===== src/rtl/rf_wb_ctrl_if.sv =====
// rtl/rf_wb_ctrl_if.sv - issue, data-memory and register-file bundle for rf_wb_ctrl
interface rf_wb_ctrl_if;
   logic       IssueValid;
   logic       IssueReady;
   logic [1:0] IssueSrc;
   logic       IssueRegWr;
   logic [4:0] IssueRd;
   logic       MemReqValid;
   logic       MemReqReady;
   logic       MemRspValid;
   logic [1:0] RUDataWrSrc;
   logic       RUWr;
   logic [4:0] RdWr;
   logic       LoadPending;
   logic [4:0] PendingRd;
   logic       LoadErr;
   logic       IllegalSrc;

   modport master (
      output IssueValid, IssueSrc, IssueRegWr, IssueRd, MemReqReady, MemRspValid,
      input  IssueReady, MemReqValid, RUDataWrSrc, RUWr, RdWr, LoadPending,
             PendingRd, LoadErr, IllegalSrc
   );

   modport slave (
      input  IssueValid, IssueSrc, IssueRegWr, IssueRd, MemReqReady, MemRspValid,
      output IssueReady, MemReqValid, RUDataWrSrc, RUWr, RdWr, LoadPending,
             PendingRd, LoadErr, IllegalSrc
   );
endinterface


===== src/rtl/rf_wb_ctrl.sv =====
// rtl/rf_wb_ctrl.sv - RV32I writeback sequencer with load handshake and timeout
module rf_wb_ctrl #(
   parameter int TIMEOUT_CYCLES = 255,
   parameter int CNT_W          = 8
) (
   input  logic         clk,
   input  logic         rst_n,
   rf_wb_ctrl_if.slave  bus
);
   typedef enum logic [1:0] {IDLE, LD_REQ, LD_WAIT, LD_WB} state_t;

   localparam logic [1:0]       SRC_ALU  = 2'b00;
   localparam logic [1:0]       SRC_LOAD = 2'b01;
   localparam logic [1:0]       SRC_ILL  = 2'b11;
   localparam logic [CNT_W-1:0] CNT_LAST = CNT_W'(TIMEOUT_CYCLES - 1);

   state_t           state_q, state_d;
   logic [CNT_W-1:0] cnt_q, cnt_d;
   logic             ld_wr_q, ld_wr_d;
   logic [4:0]       ld_rd_q, ld_rd_d;
   logic             ru_wr_q, ru_wr_d;
   logic [4:0]       rd_wr_q, rd_wr_d;
   logic [1:0]       src_q, src_d;
   logic             pend_q, pend_d;
   logic [4:0]       pend_rd_q, pend_rd_d;
   logic             err_q, err_d;
   logic             ill_q, ill_d;

   always_comb begin
      state_d   = state_q;
      cnt_d     = cnt_q;
      ld_wr_d   = ld_wr_q;
      ld_rd_d   = ld_rd_q;
      ru_wr_d   = 1'b0;
      rd_wr_d   = rd_wr_q;
      src_d     = src_q;
      pend_d    = pend_q;
      pend_rd_d = pend_rd_q;
      err_d     = 1'b0;
      ill_d     = 1'b0;
      case (state_q)
         IDLE: begin
            if (bus.IssueValid) begin
               if (bus.IssueSrc == SRC_LOAD) begin
                  state_d   = LD_REQ;
                  ld_rd_d   = bus.IssueRd;
                  ld_wr_d   = bus.IssueRegWr;
                  pend_d    = 1'b1;
                  pend_rd_d = bus.IssueRegWr ? bus.IssueRd : 5'd0;
               end else begin
                  // Illegal source still retires, but never writes and reports ALU on the mux.
                  ill_d   = (bus.IssueSrc == SRC_ILL);
                  ru_wr_d = !ill_d && bus.IssueRegWr && (bus.IssueRd != 5'd0);
                  rd_wr_d = bus.IssueRd;
                  src_d   = ill_d ? SRC_ALU : bus.IssueSrc;
               end
            end
         end
         LD_REQ: begin
            if (bus.MemReqReady) begin
               state_d = LD_WAIT;
               cnt_d   = '0;
            end
         end
         LD_WAIT: begin
            // A response on the expiry cycle takes priority over the timeout.
            if (bus.MemRspValid) begin
               state_d   = LD_WB;
               ru_wr_d   = ld_wr_q && (ld_rd_q != 5'd0);
               rd_wr_d   = ld_rd_q;
               src_d     = SRC_LOAD;
               pend_d    = 1'b0;
               pend_rd_d = 5'd0;
            end else if (cnt_q == CNT_LAST) begin
               state_d   = IDLE;
               err_d     = 1'b1;
               pend_d    = 1'b0;
               pend_rd_d = 5'd0;
            end else begin
               cnt_d = cnt_q + CNT_W'(1);
            end
         end
         LD_WB: state_d = IDLE;
         default: state_d = IDLE;
      endcase
   end

   always_ff @(posedge clk or negedge rst_n) begin
      if (!rst_n) begin
         state_q   <= IDLE;
         cnt_q     <= '0;
         ld_wr_q   <= 1'b0;
         ld_rd_q   <= 5'd0;
         ru_wr_q   <= 1'b0;
         rd_wr_q   <= 5'd0;
         src_q     <= 2'b00;
         pend_q    <= 1'b0;
         pend_rd_q <= 5'd0;
         err_q     <= 1'b0;
         ill_q     <= 1'b0;
      end else begin
         state_q   <= state_d;
         cnt_q     <= cnt_d;
         ld_wr_q   <= ld_wr_d;
         ld_rd_q   <= ld_rd_d;
         ru_wr_q   <= ru_wr_d;
         rd_wr_q   <= rd_wr_d;
         src_q     <= src_d;
         pend_q    <= pend_d;
         pend_rd_q <= pend_rd_d;
         err_q     <= err_d;
         ill_q     <= ill_d;
      end
   end

   assign bus.IssueReady  = (state_q == IDLE);
   assign bus.MemReqValid = (state_q == LD_REQ);
   assign bus.RUWr        = ru_wr_q;
   assign bus.RdWr        = rd_wr_q;
   assign bus.RUDataWrSrc = src_q;
   assign bus.LoadPending = pend_q;
   assign bus.PendingRd   = pend_rd_q;
   assign bus.LoadErr     = err_q;
   assign bus.IllegalSrc  = ill_q;
endmodule


===== src/flat_wrapper.sv =====
// flat-port wrapper written by rule: the top's interface ports become plain ports
module rf_wb_ctrl_flat 
#(
   parameter int TIMEOUT_CYCLES = 255,
   parameter int CNT_W          = 8
)
  (clk, rst_n, bus_IssueValid, bus_IssueSrc, bus_IssueRegWr, bus_IssueRd, bus_MemReqReady, bus_MemRspValid, bus_IssueReady, bus_MemReqValid, bus_RUDataWrSrc, bus_RUWr, bus_RdWr, bus_LoadPending, bus_PendingRd, bus_LoadErr, bus_IllegalSrc);
  rf_wb_ctrl_if bus_i ();
  input  logic clk;
  input  logic rst_n;
  input wire logic [$bits(bus_i.IssueValid)-1:0] bus_IssueValid;
  input wire logic [$bits(bus_i.IssueSrc)-1:0] bus_IssueSrc;
  input wire logic [$bits(bus_i.IssueRegWr)-1:0] bus_IssueRegWr;
  input wire logic [$bits(bus_i.IssueRd)-1:0] bus_IssueRd;
  input wire logic [$bits(bus_i.MemReqReady)-1:0] bus_MemReqReady;
  input wire logic [$bits(bus_i.MemRspValid)-1:0] bus_MemRspValid;
  output wire logic [$bits(bus_i.IssueReady)-1:0] bus_IssueReady;
  output wire logic [$bits(bus_i.MemReqValid)-1:0] bus_MemReqValid;
  output wire logic [$bits(bus_i.RUDataWrSrc)-1:0] bus_RUDataWrSrc;
  output wire logic [$bits(bus_i.RUWr)-1:0] bus_RUWr;
  output wire logic [$bits(bus_i.RdWr)-1:0] bus_RdWr;
  output wire logic [$bits(bus_i.LoadPending)-1:0] bus_LoadPending;
  output wire logic [$bits(bus_i.PendingRd)-1:0] bus_PendingRd;
  output wire logic [$bits(bus_i.LoadErr)-1:0] bus_LoadErr;
  output wire logic [$bits(bus_i.IllegalSrc)-1:0] bus_IllegalSrc;
  assign bus_i.IssueValid = bus_IssueValid;
  assign bus_i.IssueSrc = bus_IssueSrc;
  assign bus_i.IssueRegWr = bus_IssueRegWr;
  assign bus_i.IssueRd = bus_IssueRd;
  assign bus_i.MemReqReady = bus_MemReqReady;
  assign bus_i.MemRspValid = bus_MemRspValid;
  assign bus_IssueReady = bus_i.IssueReady;
  assign bus_MemReqValid = bus_i.MemReqValid;
  assign bus_RUDataWrSrc = bus_i.RUDataWrSrc;
  assign bus_RUWr = bus_i.RUWr;
  assign bus_RdWr = bus_i.RdWr;
  assign bus_LoadPending = bus_i.LoadPending;
  assign bus_PendingRd = bus_i.PendingRd;
  assign bus_LoadErr = bus_i.LoadErr;
  assign bus_IllegalSrc = bus_i.IllegalSrc;
  rf_wb_ctrl #(.TIMEOUT_CYCLES(TIMEOUT_CYCLES), .CNT_W(CNT_W)) u_core (.clk(clk), .rst_n(rst_n), .bus(bus_i));
endmodule

===== config.mk =====
export PLATFORM = sky130hd
export DESIGN_NAME = rf_wb_ctrl_flat
export DESIGN_NICKNAME = d
export VERILOG_FILES = /design/src/rtl/rf_wb_ctrl_if.sv /design/src/rtl/rf_wb_ctrl.sv /design/src/flat_wrapper.sv
export SDC_FILE = /design/constraint.sdc
export NUM_CORES = 1
export LEC_CHECK = 0
export ABC_AREA = 1
export CORE_AREA = 2 2 61 63
export CTS_CLUSTER_DIAMETER = 50
export DETAILED_ROUTE_END_ITERATION = 10
export DIE_AREA = 0 0 63 65
export GPL_TIMING_DRIVEN = 0
export PLACE_DENSITY = 0.81
export SLEW_MARGIN = 0
export SYNTH_ARGS = -nofsm -noshare
export SYNTH_HDL_FRONTEND = slang
export SYNTH_SLANG_ARGS = --single-unit

===== constraint.sdc =====
create_clock -name clk -period 1.8 [get_ports clk]
set_input_delay 0.36 -clock clk [delete_from_list [all_inputs] [get_ports clk]]
set_output_delay 0.36 -clock clk [all_outputs]
set_load 0.01 [all_outputs]

==> summary.md <==
| Metric | Value |
|---|---|
| Result of the run | `complete, no violations` |
| Number of buffers on the longest clock path | `2` |
| Combinational family with the most area after synthesis | `simple AND/OR/NAND/NOR gates` |
| Overall overflow remaining after global route | `0` |
| Post-synthesis mux area share | `0%` |
| Total non-filler cell area in the finished layout | `~2100 sq um` |
| Adder-cell area share of the yosys netlist | `about 1.5%` |
| Instance count after placement with tap cells included | `approximately 290` |
| Worst clock skew on the final layout | `between 0.01 and 0.015 ns` |
| Initial cell density of the core | `between 40% and 50%` |
| Unrepaired setup endpoints after global routing | `no` |
| Layout Cells excl Fill | `around 300` |
| Max-slew violation total from the final report | `0` |
| Number of global-route vias before repair | `between 1000 and 1500` |
| Wire per inst | `~11 microns` |
| Netlist cell types | `25` |
| Final number of hold-violating endpoints | `0` |
| Share of the clock period used by the worst path | `95.2%` |
| Post-route minimum period | `1.71 ns` |
| Net count after synthesis | `around 220` |
| HPWL after detailed placement | `~2500 microns` |
| # clock sinks | `32` |
| GPL Wtd Cong | `about 0.85` |
| Critical path type | `reg2out` |
| Worst-path maximum fanout | `3` |
| Final number of setup-violating endpoints | `0` |
| Class of the most critical hold timing path | `in2async` |
| Post-detailed-routing wire length | `approximately 3300 microns` |
| H-tree depth reported by CTS | `2` |
| Clock transition at the register clock pins on the worst setup and hold paths after CTS | `0.10 ns` |
| Warning count from the yosys run | `0` |
| I/O Pins | `31` |
| Post-detailed-placement cell area | `2030 sq um` |
| Number of antenna violations at the first check in global routing | `0` |
| Placement row count | `22` |
| Share of the synthesized area in compound gates (AO/OA/AOI/OAI) | `about 8.7%` |
| Count of nets after finishing | `between 200 and 300` |
| Yosys reg bits | `32` |
| Synth Area in Simple Gates | `about a third` |
| Leakage dissipation | `about 1.1 nW` |
| Share of cells above drive strength 1 | `16.1%` |
| Antenna Violating Nets Remaining | `0` |
| Via total after detailed routing | `~1400` |
| Number of violations of the max-capacitance limit | `0` |
| Number of instances in the synthesized netlist | `a little over 200` |
| Post-synthesis to final-layout area growth | `26.3%` |
| Number of search-and-repair iterations in the first detailed-routing pass | `4` |
| Remaining routing DRC violations | `0` |
| Final TNS setup | `0 ns` |
| CTS Hold Buffers Added | `0` |
| Avg Inst Size Synth | `just over 8 sq um` |
| Post-synthesis instance area | `~1700 sq um` |
| Die outline area | `roughly 4100 sq um` |
| Required time of the critical path | `approximately 1.4 ns` |
| Cell Pwr Density | `between 1000 and 1500 nW/um^2` |
| Slew at the pin closest to its max-slew limit | `approximately 0.7 ns` |
| Chip width | `between 60 and 70 microns` |
| Wire length of the first global-routing pass | `between 6000 and 7000 microns` |
| Core box area | `3500 sq um` |
| Port-buffer cells | `30` |
| Count of filler cells inserted in the layout | `319` |
| VDD IR-drop max | `between 0.6 and 0.7 mV` |
| Drt via density | `4.77` |
| Drt first-iter violations | `85` |
| Fmax | `between 500 and 600 MHz` |
| Pre-CTS setup slack | `~0.04 ns` |
| Clock tree from TritonCTS | `built` |
| Category of the worst setup path launch point | `flop` |
| Worst Slack Setup Final | `between 0.08 and 0.09 ns` |
| TritonCTS buffer count | `5` |
| Arr. time, crit path | `between 1 and 1.5 ns` |
| Worst slew slack as a fraction of its limit | `roughly 53%` |
| Aggregate global-route resource usage | `between 10% and 20%` |
| Clock tree root driver cell | `clkbuf_4` |
| Crit. End Element | `output port` |
| Diodes inserted | `0` |
| Worst-Skew Late Latency | `0.33 ns` |
| Fraction of synthesized cell area in xor and xnor cells | `1.04%` |
| Die Height | `~65 microns` |
| Sequential element share of the synthesized area | `between 40% and 50%` |
| Maximum number of pins on one net before global-route repair | `33` |
[area by class of cell]
cell class,instances,area [sq um],area share (%)
buffer,3,27.5,1.30
clock buffer,6,51.3,2.42
clock inverter,2,10.0,0.472
inverter,28,105,4.96
multi-input combinational,144,747,35.2
sequential,32,803,37.9
tap,48,60.1,2.83
timing repair buffer,33,315,14.9
[kinds of logic after synthesis]
kind of cell | Yosys count
and+or+nand+nor | 117
buffers and inverters | 31
AOI/OAI and AO/OA | 23
DFF | 32
adders and majority gates | 2
xor gates and xnor gates | 2
[repair_timing]
| item | 4_1_cts | 5_1_grt |
|---|---|---|
| buffers inserted | 3 | 0 |
| resized for setup | 5 | 0 |
| setup endpoints to repair | 2 | 0 |
[power breakdown]
| group | internal (W) | leakage (nW) | switching [W] |
|---|---|---|---|
| Combinational | 0.000590 | 0.615 | 0.000662 |
| Sequential | 0.000958 | 0.415 | 0.000159 |
| Clock | 0.000186 | 0.0380 | 0.000242 |
| Total | 0.00173 | 1.07 | 0.00106 |
[worst paths after layout]
path                                     from                 end  slack [ns]  depth (start not counted)
setup / recovery            u_core.state_q[1]     bus_MemReqValid        0.09                          3
hold / removal                          rst_n     u_core.cnt_q[5]        0.06                          1
setup reg to reg            u_core.state_q[0]  u_core.bus.RdWr[4]        0.31                          8
hold reg to reg            u_core.bus.RdWr[0]  u_core.bus.RdWr[0]        0.49                          2
max in group asynchronous               rst_n   u_core.state_q[1]        1.25                          1
min in group clk           u_core.bus.RdWr[0]  u_core.bus.RdWr[0]        0.49                          2
[Yosys cell counts]
cell      instances  area share [%]
inv_1            26             5.8
nand4_1           8             3.0
o21ai_1           7             2.1
nor2_1           12             2.7
xor2_1            2             1.0
nand2_2           5             1.9
nor2_4            2             1.3
o21ai_2           7             3.7
a21oi_1           2            0.60
nand2_4           2             1.3
buf_2             1            0.30
a21oi_2           1            0.52
nor4_1            1            0.37
dfrtp_1          32              48
nand3_1          15             4.5
nor3_1            3            0.89
or2_2             1            0.37
buf_6             2             1.3
nand2_1          64              14
inv_2             2            0.45
nand3_4           1             1.0
ha_1              2             1.5
nand3b_1          2            0.89
o21ai_0           6             1.8
nand3_2           1            0.60
[layer usage]
metal / up-vias / track usage [%] / share of wire (%) / wire length, microns
li1: 742 / - / - / -
met1: 630 / 23.0 / 45 / 1490
met2: 32 / 32.4 / 49 / 1610
met3: 7 / 4.17 / 4.0 / 132
met4: 0 / 8.61 / 1.6 / 53
met5: - / 0 / 0 / 0
[critical path, stage by stage, from the launching register on]
cell           delay [ns]
dfrtp_2              0.44
buf_4                0.15
nor2_2               0.15
dlygate4sd2_1        0.28
[cell usage in the layout (no fill, tap or decap), drive strengths merged]
master / instances
clkdlybuf4s50: 27
ha: 2
dfrtp: 32
nor4: 1
nand4: 8
or2: 1
nand2: 71
clkbuf: 6
dlygate4sd2: 2
clkinv: 2
buf: 7
xor2: 2
nand3: 17
inv: 28
o21ai: 20
a21oi: 3
nor3: 3
nor2: 14
nand3b: 2
[sequential cells by signal (all words and copies together), names as in the netlist]
register,count
u_core.cnt_q,8
u_core.bus.PendingRd,5
u_core.bus.RdWr,5
u_core.ld_rd_q,5
u_core.bus.RUDataWrSrc,2
u_core.state_q,2
u_core.bus.IllegalSrc,1
u_core.bus.LoadErr,1
u_core.bus.LoadPending,1
u_core.bus.RUWr,1
u_core.ld_wr_q,1
[stage by stage]
step	total power [W]	util [%]	hold WS, ns
detailed placement	0.00237	58.2	0.462
global route	0.00305	60.6	0.0914
CTS	0.00283	60.6	0.0896
finish	0.00280	60.6	0.0560
floorplan	0.00185	-	0.0644
global placement	0.00234	58.3	0.461
Note: power is estimated with default switching activity, not from simulation.
==> variant (same flow settings) <==
Reset style: synchronous (`rst_n`), changed in one clocked block.
--- a/src/rtl/rf_wb_ctrl.sv
+++ b/src/rtl/rf_wb_ctrl.sv
@@ -85,7 +85,7 @@
       endcase
    end
 
-   always_ff @(posedge clk or negedge rst_n) begin
+   always_ff @(posedge clk) begin
       if (!rst_n) begin
          state_q   <= IDLE;
          cnt_q     <= '0;
Formal check against the unedited RTL: differs if rst_n is asserted again (counterexample within 4 cycles, from zero or initial values and one cycle with rst_n low); with rst_n held inactive, the same outputs for 10 cycles.
==> variant against the original RTL <==
First-iteration DRC count is 14% lower. Routed wire length up 26%. Final area decreased by 2.5%. Worst setup slack improved by 61 ps. Sequential cell count stayed put. Via count rose by 22%. Area after synthesis fell by 3.9%. Largest cell class is now multi-input combinational cells. Highest routed layer unchanged.
Power is not compared: it rests on default switching activity, and its combinational part moved more than twofold at a synthesized area within 25%.
==> variant: results (changes against the original RTL) <==
STA
  • Clock Skew: 10.1 ps (was 10.6 ps)
  • Final number of hold-violating endpoints: 0 (unchanged)
  • Count of final setup violators: 0 (unchanged)
  • Final hold slack: 456 ps (was 56.0 ps)
  • Worst rel slew slack: 70.8% (was 53.5%)

Pwr
  • Worst vdd rail ir drop: 0.542 mV
  • Switching power: 501 uW
  • Static Leak: 0.000857 uW

Drt
  • Via/cell ratio: 5.25 (was 4.77)
  • Pre-antenna DRT Iters: 4 (unchanged)
  • Number of remaining DRC errors: 0 (unchanged)
  • DRT iter0 DRCs: 73 (was 85)
  • Post-DR wirelength/cell: 12.7 um (was 11.1 um)

Finish
  • Share of cells above drive strength 1: 10.4% (was 16.1%)
  • Nets: 293 (was 262)
  • Fillers: 339 (was 319)
  • Max reg flops: 8 (unchanged)
  • Inserted Diodes: 0 (unchanged)
  • Most flops, register: u_core.cnt_q (unchanged)

Critical path
  • CP max stage delay: 390 ps (was 440 ps)
  • Critical Path AT: 1890 ps (was 1350 ps)
  • Slowest cell on the critical path: dfxtp_2 (was dfrtp_2)
  • R2r setup slk: 150 ps (was 310 ps)
  • Crit Path Max Fanout: 10 (was 3)

Logic synthesis
  • Post-synth EDFFs: 0 (unchanged)
  • Synth top area cells: dfxtp_1, nand2_1, nor2_1 (was dfrtp_1, nand2_1, inv_1)
  • Ys Warns: 0 (unchanged)
  • Register area share after synthesis: 39.7% (was 47.7%)
  • Post-Syn Nets: 254 (was 222)
  • Yosys cell types: 27 (was 25)
  • Main synth FF type: dfxtp_1 (was dfrtp_1)
  • Ys async rst share: 0% (was 100%)
  • Synth top cells by count: nand2_1, dfxtp_1, nor2_1 (was nand2_1, dfrtp_1, inv_1)

Clocking
  • H-tree depth: 2 (unchanged)
  • CTS Buf Count: 5 (unchanged)
  • Longest Clk Path Bufs: 2 (unchanged)
  • Reg clk slew, reported paths: 90 ps
  • Root buffer cell: clkbuf_4 (unchanged)
  • Latest clock arrival within the worst-skew pair: 340 ps

Place
  • DP HPWL: 2980 um (was 2460 um)
  • Placer Congestion: 0.850 (was 0.845)
  • Post-DP Area: 0.00197 mm^2 (was 0.00203 mm^2)
  • Port bufs: 30 (unchanged)

GRT
  • Largest net degree at the start of global routing: 11 (was 33)
  • GR Util All Layers: 22.2% (was 19.0%)
  • Initial antenna violation count: 0 (unchanged)
  • Vias in the first global route: 1,559 (was 1,388)
  • First-pass GRT wire length: 6990 um (was 6020 um)

Hold path
  • Hold WC Path Type: flip-flop to flip-flop (was input port to async pin)

Run status
  • Status: finished, final reports clean (unchanged)
## variant: cell count changes after synthesis, moves of 6 or more
cell     delta
o21ai_2     -6
nor2_1     +20
a21oi_1    +10
dfxtp_1    +32
dfrtp_1    -32
nand3_1     +6
a31oi_1     +7
o21ai_0    +11
nand2_1    -17
## variant: worst paths after layout
path	from	depth (start not counted)	endpoint
worst min-delay path	u_core.bus.LoadPending	2	u_core.bus.LoadPending
worst max-delay path	u_core.state_q[1]	8	u_core.cnt_q[0]
worst min register to register	u_core.bus.LoadPending	2	u_core.bus.LoadPending
worst max register to register	u_core.state_q[1]	8	u_core.cnt_q[0]
## variant: timing repair
item | CTS | global route
setup endpoints to repair | 2 | 4
setup buffers | 2 | 0
endpoints found under the hold margin | 0 | 0
resized for setup | 5 | 3
## variant: cell type report
type | count | area [um^2] | area share, %
Multi-Input combinational cell | 170 | 837 | 40.5
Sequential cell | 32 | 646 | 31.2
Timing Repair Buffer | 32 | 320 | 15.5
Inverter | 32 | 120 | 5.81
Tap cell | 48 | 60.1 | 2.91
Clock buffer | 8 | 58.8 | 2.85
Buffer | 5 | 25.0 | 1.21
## variant: power groups by stage
| stage | logic [uW] | registers [uW] | clock network (uW) |
|---|---|---|---|
| floorplan | 213 | 824 | 0 |
| global placement | 401 | 807 | 0 |
| detailed placement | 405 | 810 | 0 |
| CTS | 423 | 793 | 438 |
| global route | 468 | 802 | 489 |
| finish | 422 | 793 | 429 |
## variant: layer usage
layer | track usage (%) | vias up | routed length, um
li1 | - | 872 | -
met1 | 26.2 | 771 | 1810
met2 | 37.0 | 64 | 1960
met3 | 5.56 | 10 | 275
met4 | 12.2 | 0 | 97
met5 | 0 | - | 0
## variant: kinds of logic after synthesis
family / Yosys count / synth area share, %
and+or+nand+nor: 126 / 35.3
AOI/OAI and AO/OA: 42 / 14.4
buffers and inverters: 37 / 9.00
DFF: 32 / 39.7
adders and majority gates: 2 / 1.55
## variant: worst max-delay path, delay by kind of cell, from the launching register on
kind	cells	cell delay, ps
flops	1	390
simple gates	4	630
compound gates	2	320
buf+inv	2	210
## variant: through the flow
step	setup WS, ps	cells	setup TNS, ps
3_3_place_gp	-71.0	317	-130
2_1_floorplan	462	239	0
6_report	147	327	0
4_1_cts	3.95	327	0
3_5_place_dp	-107	317	-354
5_1_grt	1.07	327	0
